--- src/rtl/demux4_reg.sv ---
`default_nettype none

`ifndef DATA_SIZE
`define DATA_SIZE 32
`endif

// ============================================================================
// Module      : demux4_reg
// Description : Registered 1-to-4 demultiplexer with valid/ready handshake.
//               It steers one producer stream into one of four consumer
//               channels chosen by in_select. Each channel has its own
//               one-entry holding register, so a stalled consumer blocks
//               only beats addressed to it and never the other three.
//               Each channel also counts the beats it has delivered, with
//               silent wrap-around.
// Revision    : 1.0 - initial release
// ----------------------------------------------------------------------------
// Ports
//   clk           in   1        rising-edge clock
//   reset         in   1        asynchronous, active-high reset
//   flush         in   1        synchronous drop of all held entries
//   in_valid      in   1        producer presents a beat
//   in_ready      out  1        block accepts the beat this cycle
//   in_select     in   2        destination channel 0..3
//   in_data       in   DATA_W   payload
//   out_valid     out  4        per-channel holding register full
//   out_ready     in   4        per-channel consumer accepts
//   out_data_N    out  DATA_W   channel N payload (N = 0..3)
//   out_count_N   out  CNT_W    beats delivered on channel N (wraps)
// ============================================================================
module demux4_reg #(
    parameter int DATA_W = `DATA_SIZE,
    parameter int CNT_W  = 8
) (
    input  logic              clk,
    input  logic              reset,
    input  logic              flush,
    input  logic              in_valid,
    output logic              in_ready,
    input  logic [1:0]        in_select,
    input  logic [DATA_W-1:0] in_data,
    output logic [3:0]        out_valid,
    input  logic [3:0]        out_ready,
    output logic [DATA_W-1:0] out_data_0,
    output logic [DATA_W-1:0] out_data_1,
    output logic [DATA_W-1:0] out_data_2,
    output logic [DATA_W-1:0] out_data_3,
    output logic [CNT_W-1:0]  out_count_0,
    output logic [CNT_W-1:0]  out_count_1,
    output logic [CNT_W-1:0]  out_count_2,
    output logic [CNT_W-1:0]  out_count_3
);

    // Holding-register states
    localparam logic [0:0] c_EMPTY = 1'b0;
    localparam logic [0:0] c_FULL  = 1'b1;

    localparam logic [CNT_W-1:0] c_CNT_ONE = {{(CNT_W-1){1'b0}}, 1'b1};

    logic [3:0]        w_full;
    logic [3:0]        w_deliver;
    logic [3:0]        w_load;
    logic [3:0]        w_sel_dec;
    logic              w_accept;
    logic [DATA_W-1:0] w_data  [4];
    logic [CNT_W-1:0]  w_count [4];

    // ------------------------------------------------------------------------
    // Input side. in_ready looks only at the addressed channel: it can take
    // a beat when empty, or when full but draining this same cycle. in_ready
    // never depends on in_valid, so no combinational loop forms through a
    // producer that waits for ready.
    // ------------------------------------------------------------------------
    always_comb begin
        in_ready = ~flush & (~w_full[in_select] | out_ready[in_select]);
    end

    // in_valid gates every state update, so X on in_select or in_data while
    // idle cannot reach any register.
    assign w_accept = in_valid & in_ready;

    always_comb begin
        w_sel_dec = 4'b0000;
        case (in_select)
            2'd0:    w_sel_dec = 4'b0001;
            2'd1:    w_sel_dec = 4'b0010;
            2'd2:    w_sel_dec = 4'b0100;
            2'd3:    w_sel_dec = 4'b1000;
            default: w_sel_dec = 4'b0000;
        endcase
    end

    // ------------------------------------------------------------------------
    // Per-channel holding register, state machine and delivery counter
    // ------------------------------------------------------------------------
    for (genvar n = 0; n < 4; n++) begin : g_ch
        logic [0:0]        r_state;
        logic [0:0]        w_state_nxt;
        logic [DATA_W-1:0] r_data;
        logic [CNT_W-1:0]  r_count;

        assign w_load[n]    = w_accept & w_sel_dec[n];
        assign w_deliver[n] = w_full[n] & out_ready[n];

        // State register
        always_ff @(posedge clk or posedge reset) begin
            if (reset) begin
                r_state <= c_EMPTY;
            end else begin
                r_state <= w_state_nxt;
            end
        end

        // Next-state logic. Flush wins over everything; an accept cannot
        // coincide with a flush because in_ready is low then. A refill in
        // the same cycle as a delivery keeps the channel FULL, which gives
        // one beat per cycle of throughput.
        always_comb begin
            w_state_nxt = r_state;
            if (flush) begin
                w_state_nxt = c_EMPTY;
            end else if (w_load[n]) begin
                w_state_nxt = c_FULL;
            end else if (w_deliver[n]) begin
                w_state_nxt = c_EMPTY;
            end
        end

        // Output logic
        always_comb begin
            w_full[n] = (r_state == c_FULL);
        end

        // Payload is written only on accept. It is deliberately not cleared
        // on delivery or flush; consumers qualify it with out_valid.
        always_ff @(posedge clk or posedge reset) begin
            if (reset) begin
                r_data <= '0;
            end else if (w_load[n]) begin
                r_data <= in_data;
            end
        end

        // A delivery counts even in a flush cycle, since the consumer took
        // the beat on that edge.
        always_ff @(posedge clk or posedge reset) begin
            if (reset) begin
                r_count <= '0;
            end else if (w_deliver[n]) begin
                r_count <= r_count + c_CNT_ONE;
            end
        end

        assign w_data[n]  = r_data;
        assign w_count[n] = r_count;
    end

    // ------------------------------------------------------------------------
    // Output mapping
    // ------------------------------------------------------------------------
    assign out_valid   = w_full;
    assign out_data_0  = w_data[0];
    assign out_data_1  = w_data[1];
    assign out_data_2  = w_data[2];
    assign out_data_3  = w_data[3];
    assign out_count_0 = w_count[0];
    assign out_count_1 = w_count[1];
    assign out_count_2 = w_count[2];
    assign out_count_3 = w_count[3];

endmodule

`default_nettype wire
--- config.mk ---
export PLATFORM = sky130hd
export DESIGN_NAME = demux4_reg
export DESIGN_NICKNAME = d
export VERILOG_FILES = /design/src/rtl/demux4_reg.sv
export SDC_FILE = /design/constraint.sdc
export NUM_CORES = 1
export LEC_CHECK = 0
export ABC_AREA = 0
export BUFFER_PORTS_ARGS = -buffer_cell sky130_fd_sc_hd__buf_2
export CORE_ASPECT_RATIO = 1.2
export CORE_MARGIN = 2
export CORE_UTILIZATION = 35
export DETAILED_ROUTE_END_ITERATION = 10
export GPL_ROUTABILITY_DRIVEN = 0
export PLACE_DENSITY = 0.68
export SYNTH_ARGS = -nofsm -noshare
export SYNTH_HDL_FRONTEND = slang
export SYNTH_SLANG_ARGS = --single-unit
--- constraint.sdc ---
create_clock -name clk -period 11.3 [get_ports clk]
set_clock_uncertainty 0.1 [all_clocks]
set_input_delay 1.13 -clock clk [delete_from_list [all_inputs] [get_ports clk]]
set_output_delay 1.13 -clock clk [all_outputs]
set_load 0.05 [all_outputs]
==> results.ini <==
[outcome]
outcome = finished, final reports clean

[logic_synthesis]
syn_nets = 456
synth_compound_area_frac = 0.005536
synth_seq_area_share = 0.6262
synthAdderAreaFrac = 0.007637
synthMuxAreaShare = 0.2449
ys_seq_elements = 164
syn_avg_cell_area_um2 = 15.98
yosys_warnings = 0
synth-simple-area-share = 0.04945
synth_top_family_by_area = multiplexers
syn_inst = 410
ys_types = 32
synth_xor_area_frac = 0.03742
synth_area_um2 = 6554

[worst_hold_path]
hold_class = reg -> reg
hp-start = out_count_1[7]
holdPathStages = 1
min_to = out_count_1[7]

[cts]
cts_setup_buffers = 0
cts_buffers = 17
htree_num_levels = 4
cts_sinks = 164
cts_resized = 0
clkSlewWorstSetupHoldPaths_ps = 60
cts_tree = done
clock-root-buffer = clkbuf_16
holdBufCountCts = 0
clock_path_buffers = 2
clock_latency_ps = 420

[routing]
drt_iter0_drc = 151
via_count = 4112
vias_per_cell = 4.798
ant_nets = 0
firstDrtPassIters = 4
drc = 0
avgRoutedWirePerCell_um = 17.12
wl_um = 14670

[layout]
final_nets = 666
drive_above_1_share = 0.6019
fin_cells = 857
diodes = 0
area_growth_pct = 27.53

[sta]
period_needed_ps = 3342
setup_viol = 0
drv_slew = 0
slew_headroom = 0.3023
hold_viol_final = 0
tightest_slew_ps = 1045
clock.fmax_mhz = 299.3
rsz0062_at_grt = false
tns_ps = 0
period_share = 0.2957

[critical_path]
crit_fanout = 4
cp-end-kind = primary output
startpoint_type = primary input
ff2ff_setup_slack_ps = 9010
reg2reg_to = out_data_3[11]
worstPathCellList = buf_2, nand2b_1, o311ai_0, a21oi_1, buf_2
worst_path_max_delay_cell = o311ai_0
reg2reg_depth = 4
rr_startpoint = g_ch[3].r_state
cp.required_ps = 10070
arrival_ps = 2110
crit_top_cell = buf_2
path_class = in -> out
worst_path_largest_cell_delay_ps = 370

[flow_run]
maxCapViolCount = 0

[pwr]
powerDensity_nw_per_um2 = 259.1
intPower_mw = 1.286
switchingPower_uw = 879.9
seq_power_share = 0.364
p_clk_frac = 0.287
p_leak_nw = 4.138
ir_worst_vdd_uv = 118.2
p_sw_frac = 0.4063
combinationalPowerShare = 0.349

[floorplan]
dieArea_um2 = 19840
ios = 207
start_util = 0.3593
core_area_um2 = 18240
std_cell_rows = 54
dieWidth_um = 128.9
die_h_um = 153.9

[placed_design]
io_buffers = 206
dp_hpwl_um = 10260
dp.cells = 825

[global_route]
grt-ovfl-total = 0
gr-usage-met1 = 0.1823
grt_pass1_vias = 4536
grt_pass1_wl_um = 24060
grt.met3_usage = 0.05150
antenna_found_initial = 0
grt_util_met2 = 0.2620
grt_max_degree = 88
top_usage_layer = met2
grt_usage = 0.1547

[through the flow]
| stage | hold WS [ps] | utilization | setup slack [ps] | cell area [um^2] | total power, mW |
|---|---|---|---|---|---|
| global route | 401.7 | 0.4582 | 7929 | 8358 | 2.262 |
| finish | 373.9 | 0.4582 | 7958 | 8358 | 2.166 |
| global placement | 359.3 | 0.4232 | 8000 | 7720 | 1.543 |
| floorplan | 486.9 | - | 5637 | 6554 | 1.369 |
| detailed placement | 363.2 | 0.4232 | 7972 | 7720 | 1.561 |
| CTS | 377.0 | 0.4582 | 7955 | 8358 | 2.191 |
[synthesized netlist by cell type]
cell type	number	area [um^2]
a21oi_1	1	5.000
and3_1	4	25.02
and4_1	5	43.79
and4b_1	1	10.01
buf_12	3	60.06
buf_2	6	30.03
buf_4	4	30.03
buf_6	5	56.30
clkbuf_2	1	5.000
dfrtp_1	164	4104
ha_1	4	50.05
inv_1	2	7.510
mux2_2	103	1160
mux2_4	29	435.4
mux2i_1	1	10.01
nand2_1	18	67.56
nand2b_1	3	18.77
nand2b_2	1	8.760
nand3_1	4	20.02
nand3_2	1	10.01
nand4_1	6	37.54
nand4_2	1	12.51
nand4b_2	1	15.01
nand4bb_1	1	11.26
nor2_1	4	15.01
nor2b_4	1	13.76
nor3_1	3	15.01
o21ai_0	3	15.01
o21bai_1	1	7.510
o311ai_0	1	8.760
xnor2_1	22	192.7
xor2_1	6	52.55
[cell type report]
type	instances	area, um^2
clock buffers	18	439.2
clock inverters	14	198.9
flip-flops and latches	164	4104
multi-input cells	225	2262
repair buffers	210	1061
inverters	2	12.51
well taps	224	280.3
fillers	1640	9884
[how the worst max path moves through the flow]
stage | from | end
after floorplan | reset | g_ch[0].r_state
after global placement | out_ready[0] | in_ready
after detailed placement | out_ready[0] | in_ready
after CTS | out_ready[0] | in_ready
after global routing | out_ready[0] | in_ready
final | out_ready[0] | in_ready
[power groups by stage]
stage          clock network (mW)  logic [mW]  registers [mW]
2_1_floorplan                   0       0.151            1.22
3_3_place_gp                    0       0.752           0.791
3_5_place_dp                    0       0.764           0.797
4_1_cts                     0.638       0.763           0.790
5_1_grt                     0.666       0.790           0.807
6_report                    0.621       0.756           0.789
[critical path, delay by kind of cell]
kind	cells	cell delay (ps)
AND/OR/NAND/NOR	1	200
buffers and inverters	2	350
AO/OA/AOI/OAI	2	440
[flip-flops by register name, indices dropped and copies added (netlist names)]
signal and count:
out_data_0 32, out_data_1 32, out_data_2 32, out_data_3 32, out_count_0 8, out_count_1 8, out_count_2 8, out_count_3 8
g_ch.r_state 4
[cell families after synthesis]
| kind of cell | count (synthesis) |
|---|---|
| DFF | 164 |
| xor gates and xnor gates | 28 |
| AOI/OAI and AO/OA | 6 |
| buffers and inverters | 21 |
| muxes | 133 |
| and+or+nand+nor | 54 |
| adders and majority gates | 4 |
[routing by layer]
| layer | part of all wire | wire length [um] | vias up |
|---|---|---|---|
| met2 | 0.51 | 7420 | 150 |
| met4 | 0.022 | 325 | 0 |
| met3 | 0.060 | 874 | 20 |
| met1 | 0.41 | 6054 | 2081 |
| li1 | - | - | 1861 |
| met5 | 0 | 0 | - |
[cells in the final DEF, fill, tap and decap left out, types with 2 or more instances in the layout]
| cell | synthesis | routed |
|---|---|---|
| clkinvlp_4 | 0 | 3 |
| o21ai_0 | 3 | 3 |
| and3_1 | 4 | 4 |
| ha_1 | 4 | 4 |
| xnor2_1 | 22 | 22 |
| nand2b_1 | 3 | 3 |
| nand2_1 | 18 | 18 |
| mux2_4 | 29 | 29 |
| xor2_1 | 6 | 6 |
| inv_6 | 0 | 4 |
| buf_2 | 6 | 206 |
| clkinv_2 | 0 | 2 |
| nand3_1 | 4 | 4 |
| clkbuf_16 | 0 | 17 |
| mux2_2 | 103 | 103 |
| and4_1 | 5 | 5 |
| buf_4 | 4 | 4 |
| nand4_1 | 6 | 6 |
| bufinv_16 | 0 | 4 |
| nor3_1 | 3 | 3 |
| nor2_1 | 4 | 4 |
| dfrtp_1 | 164 | 164 |
No activity file was read; power rests on OpenSTA's default activity.
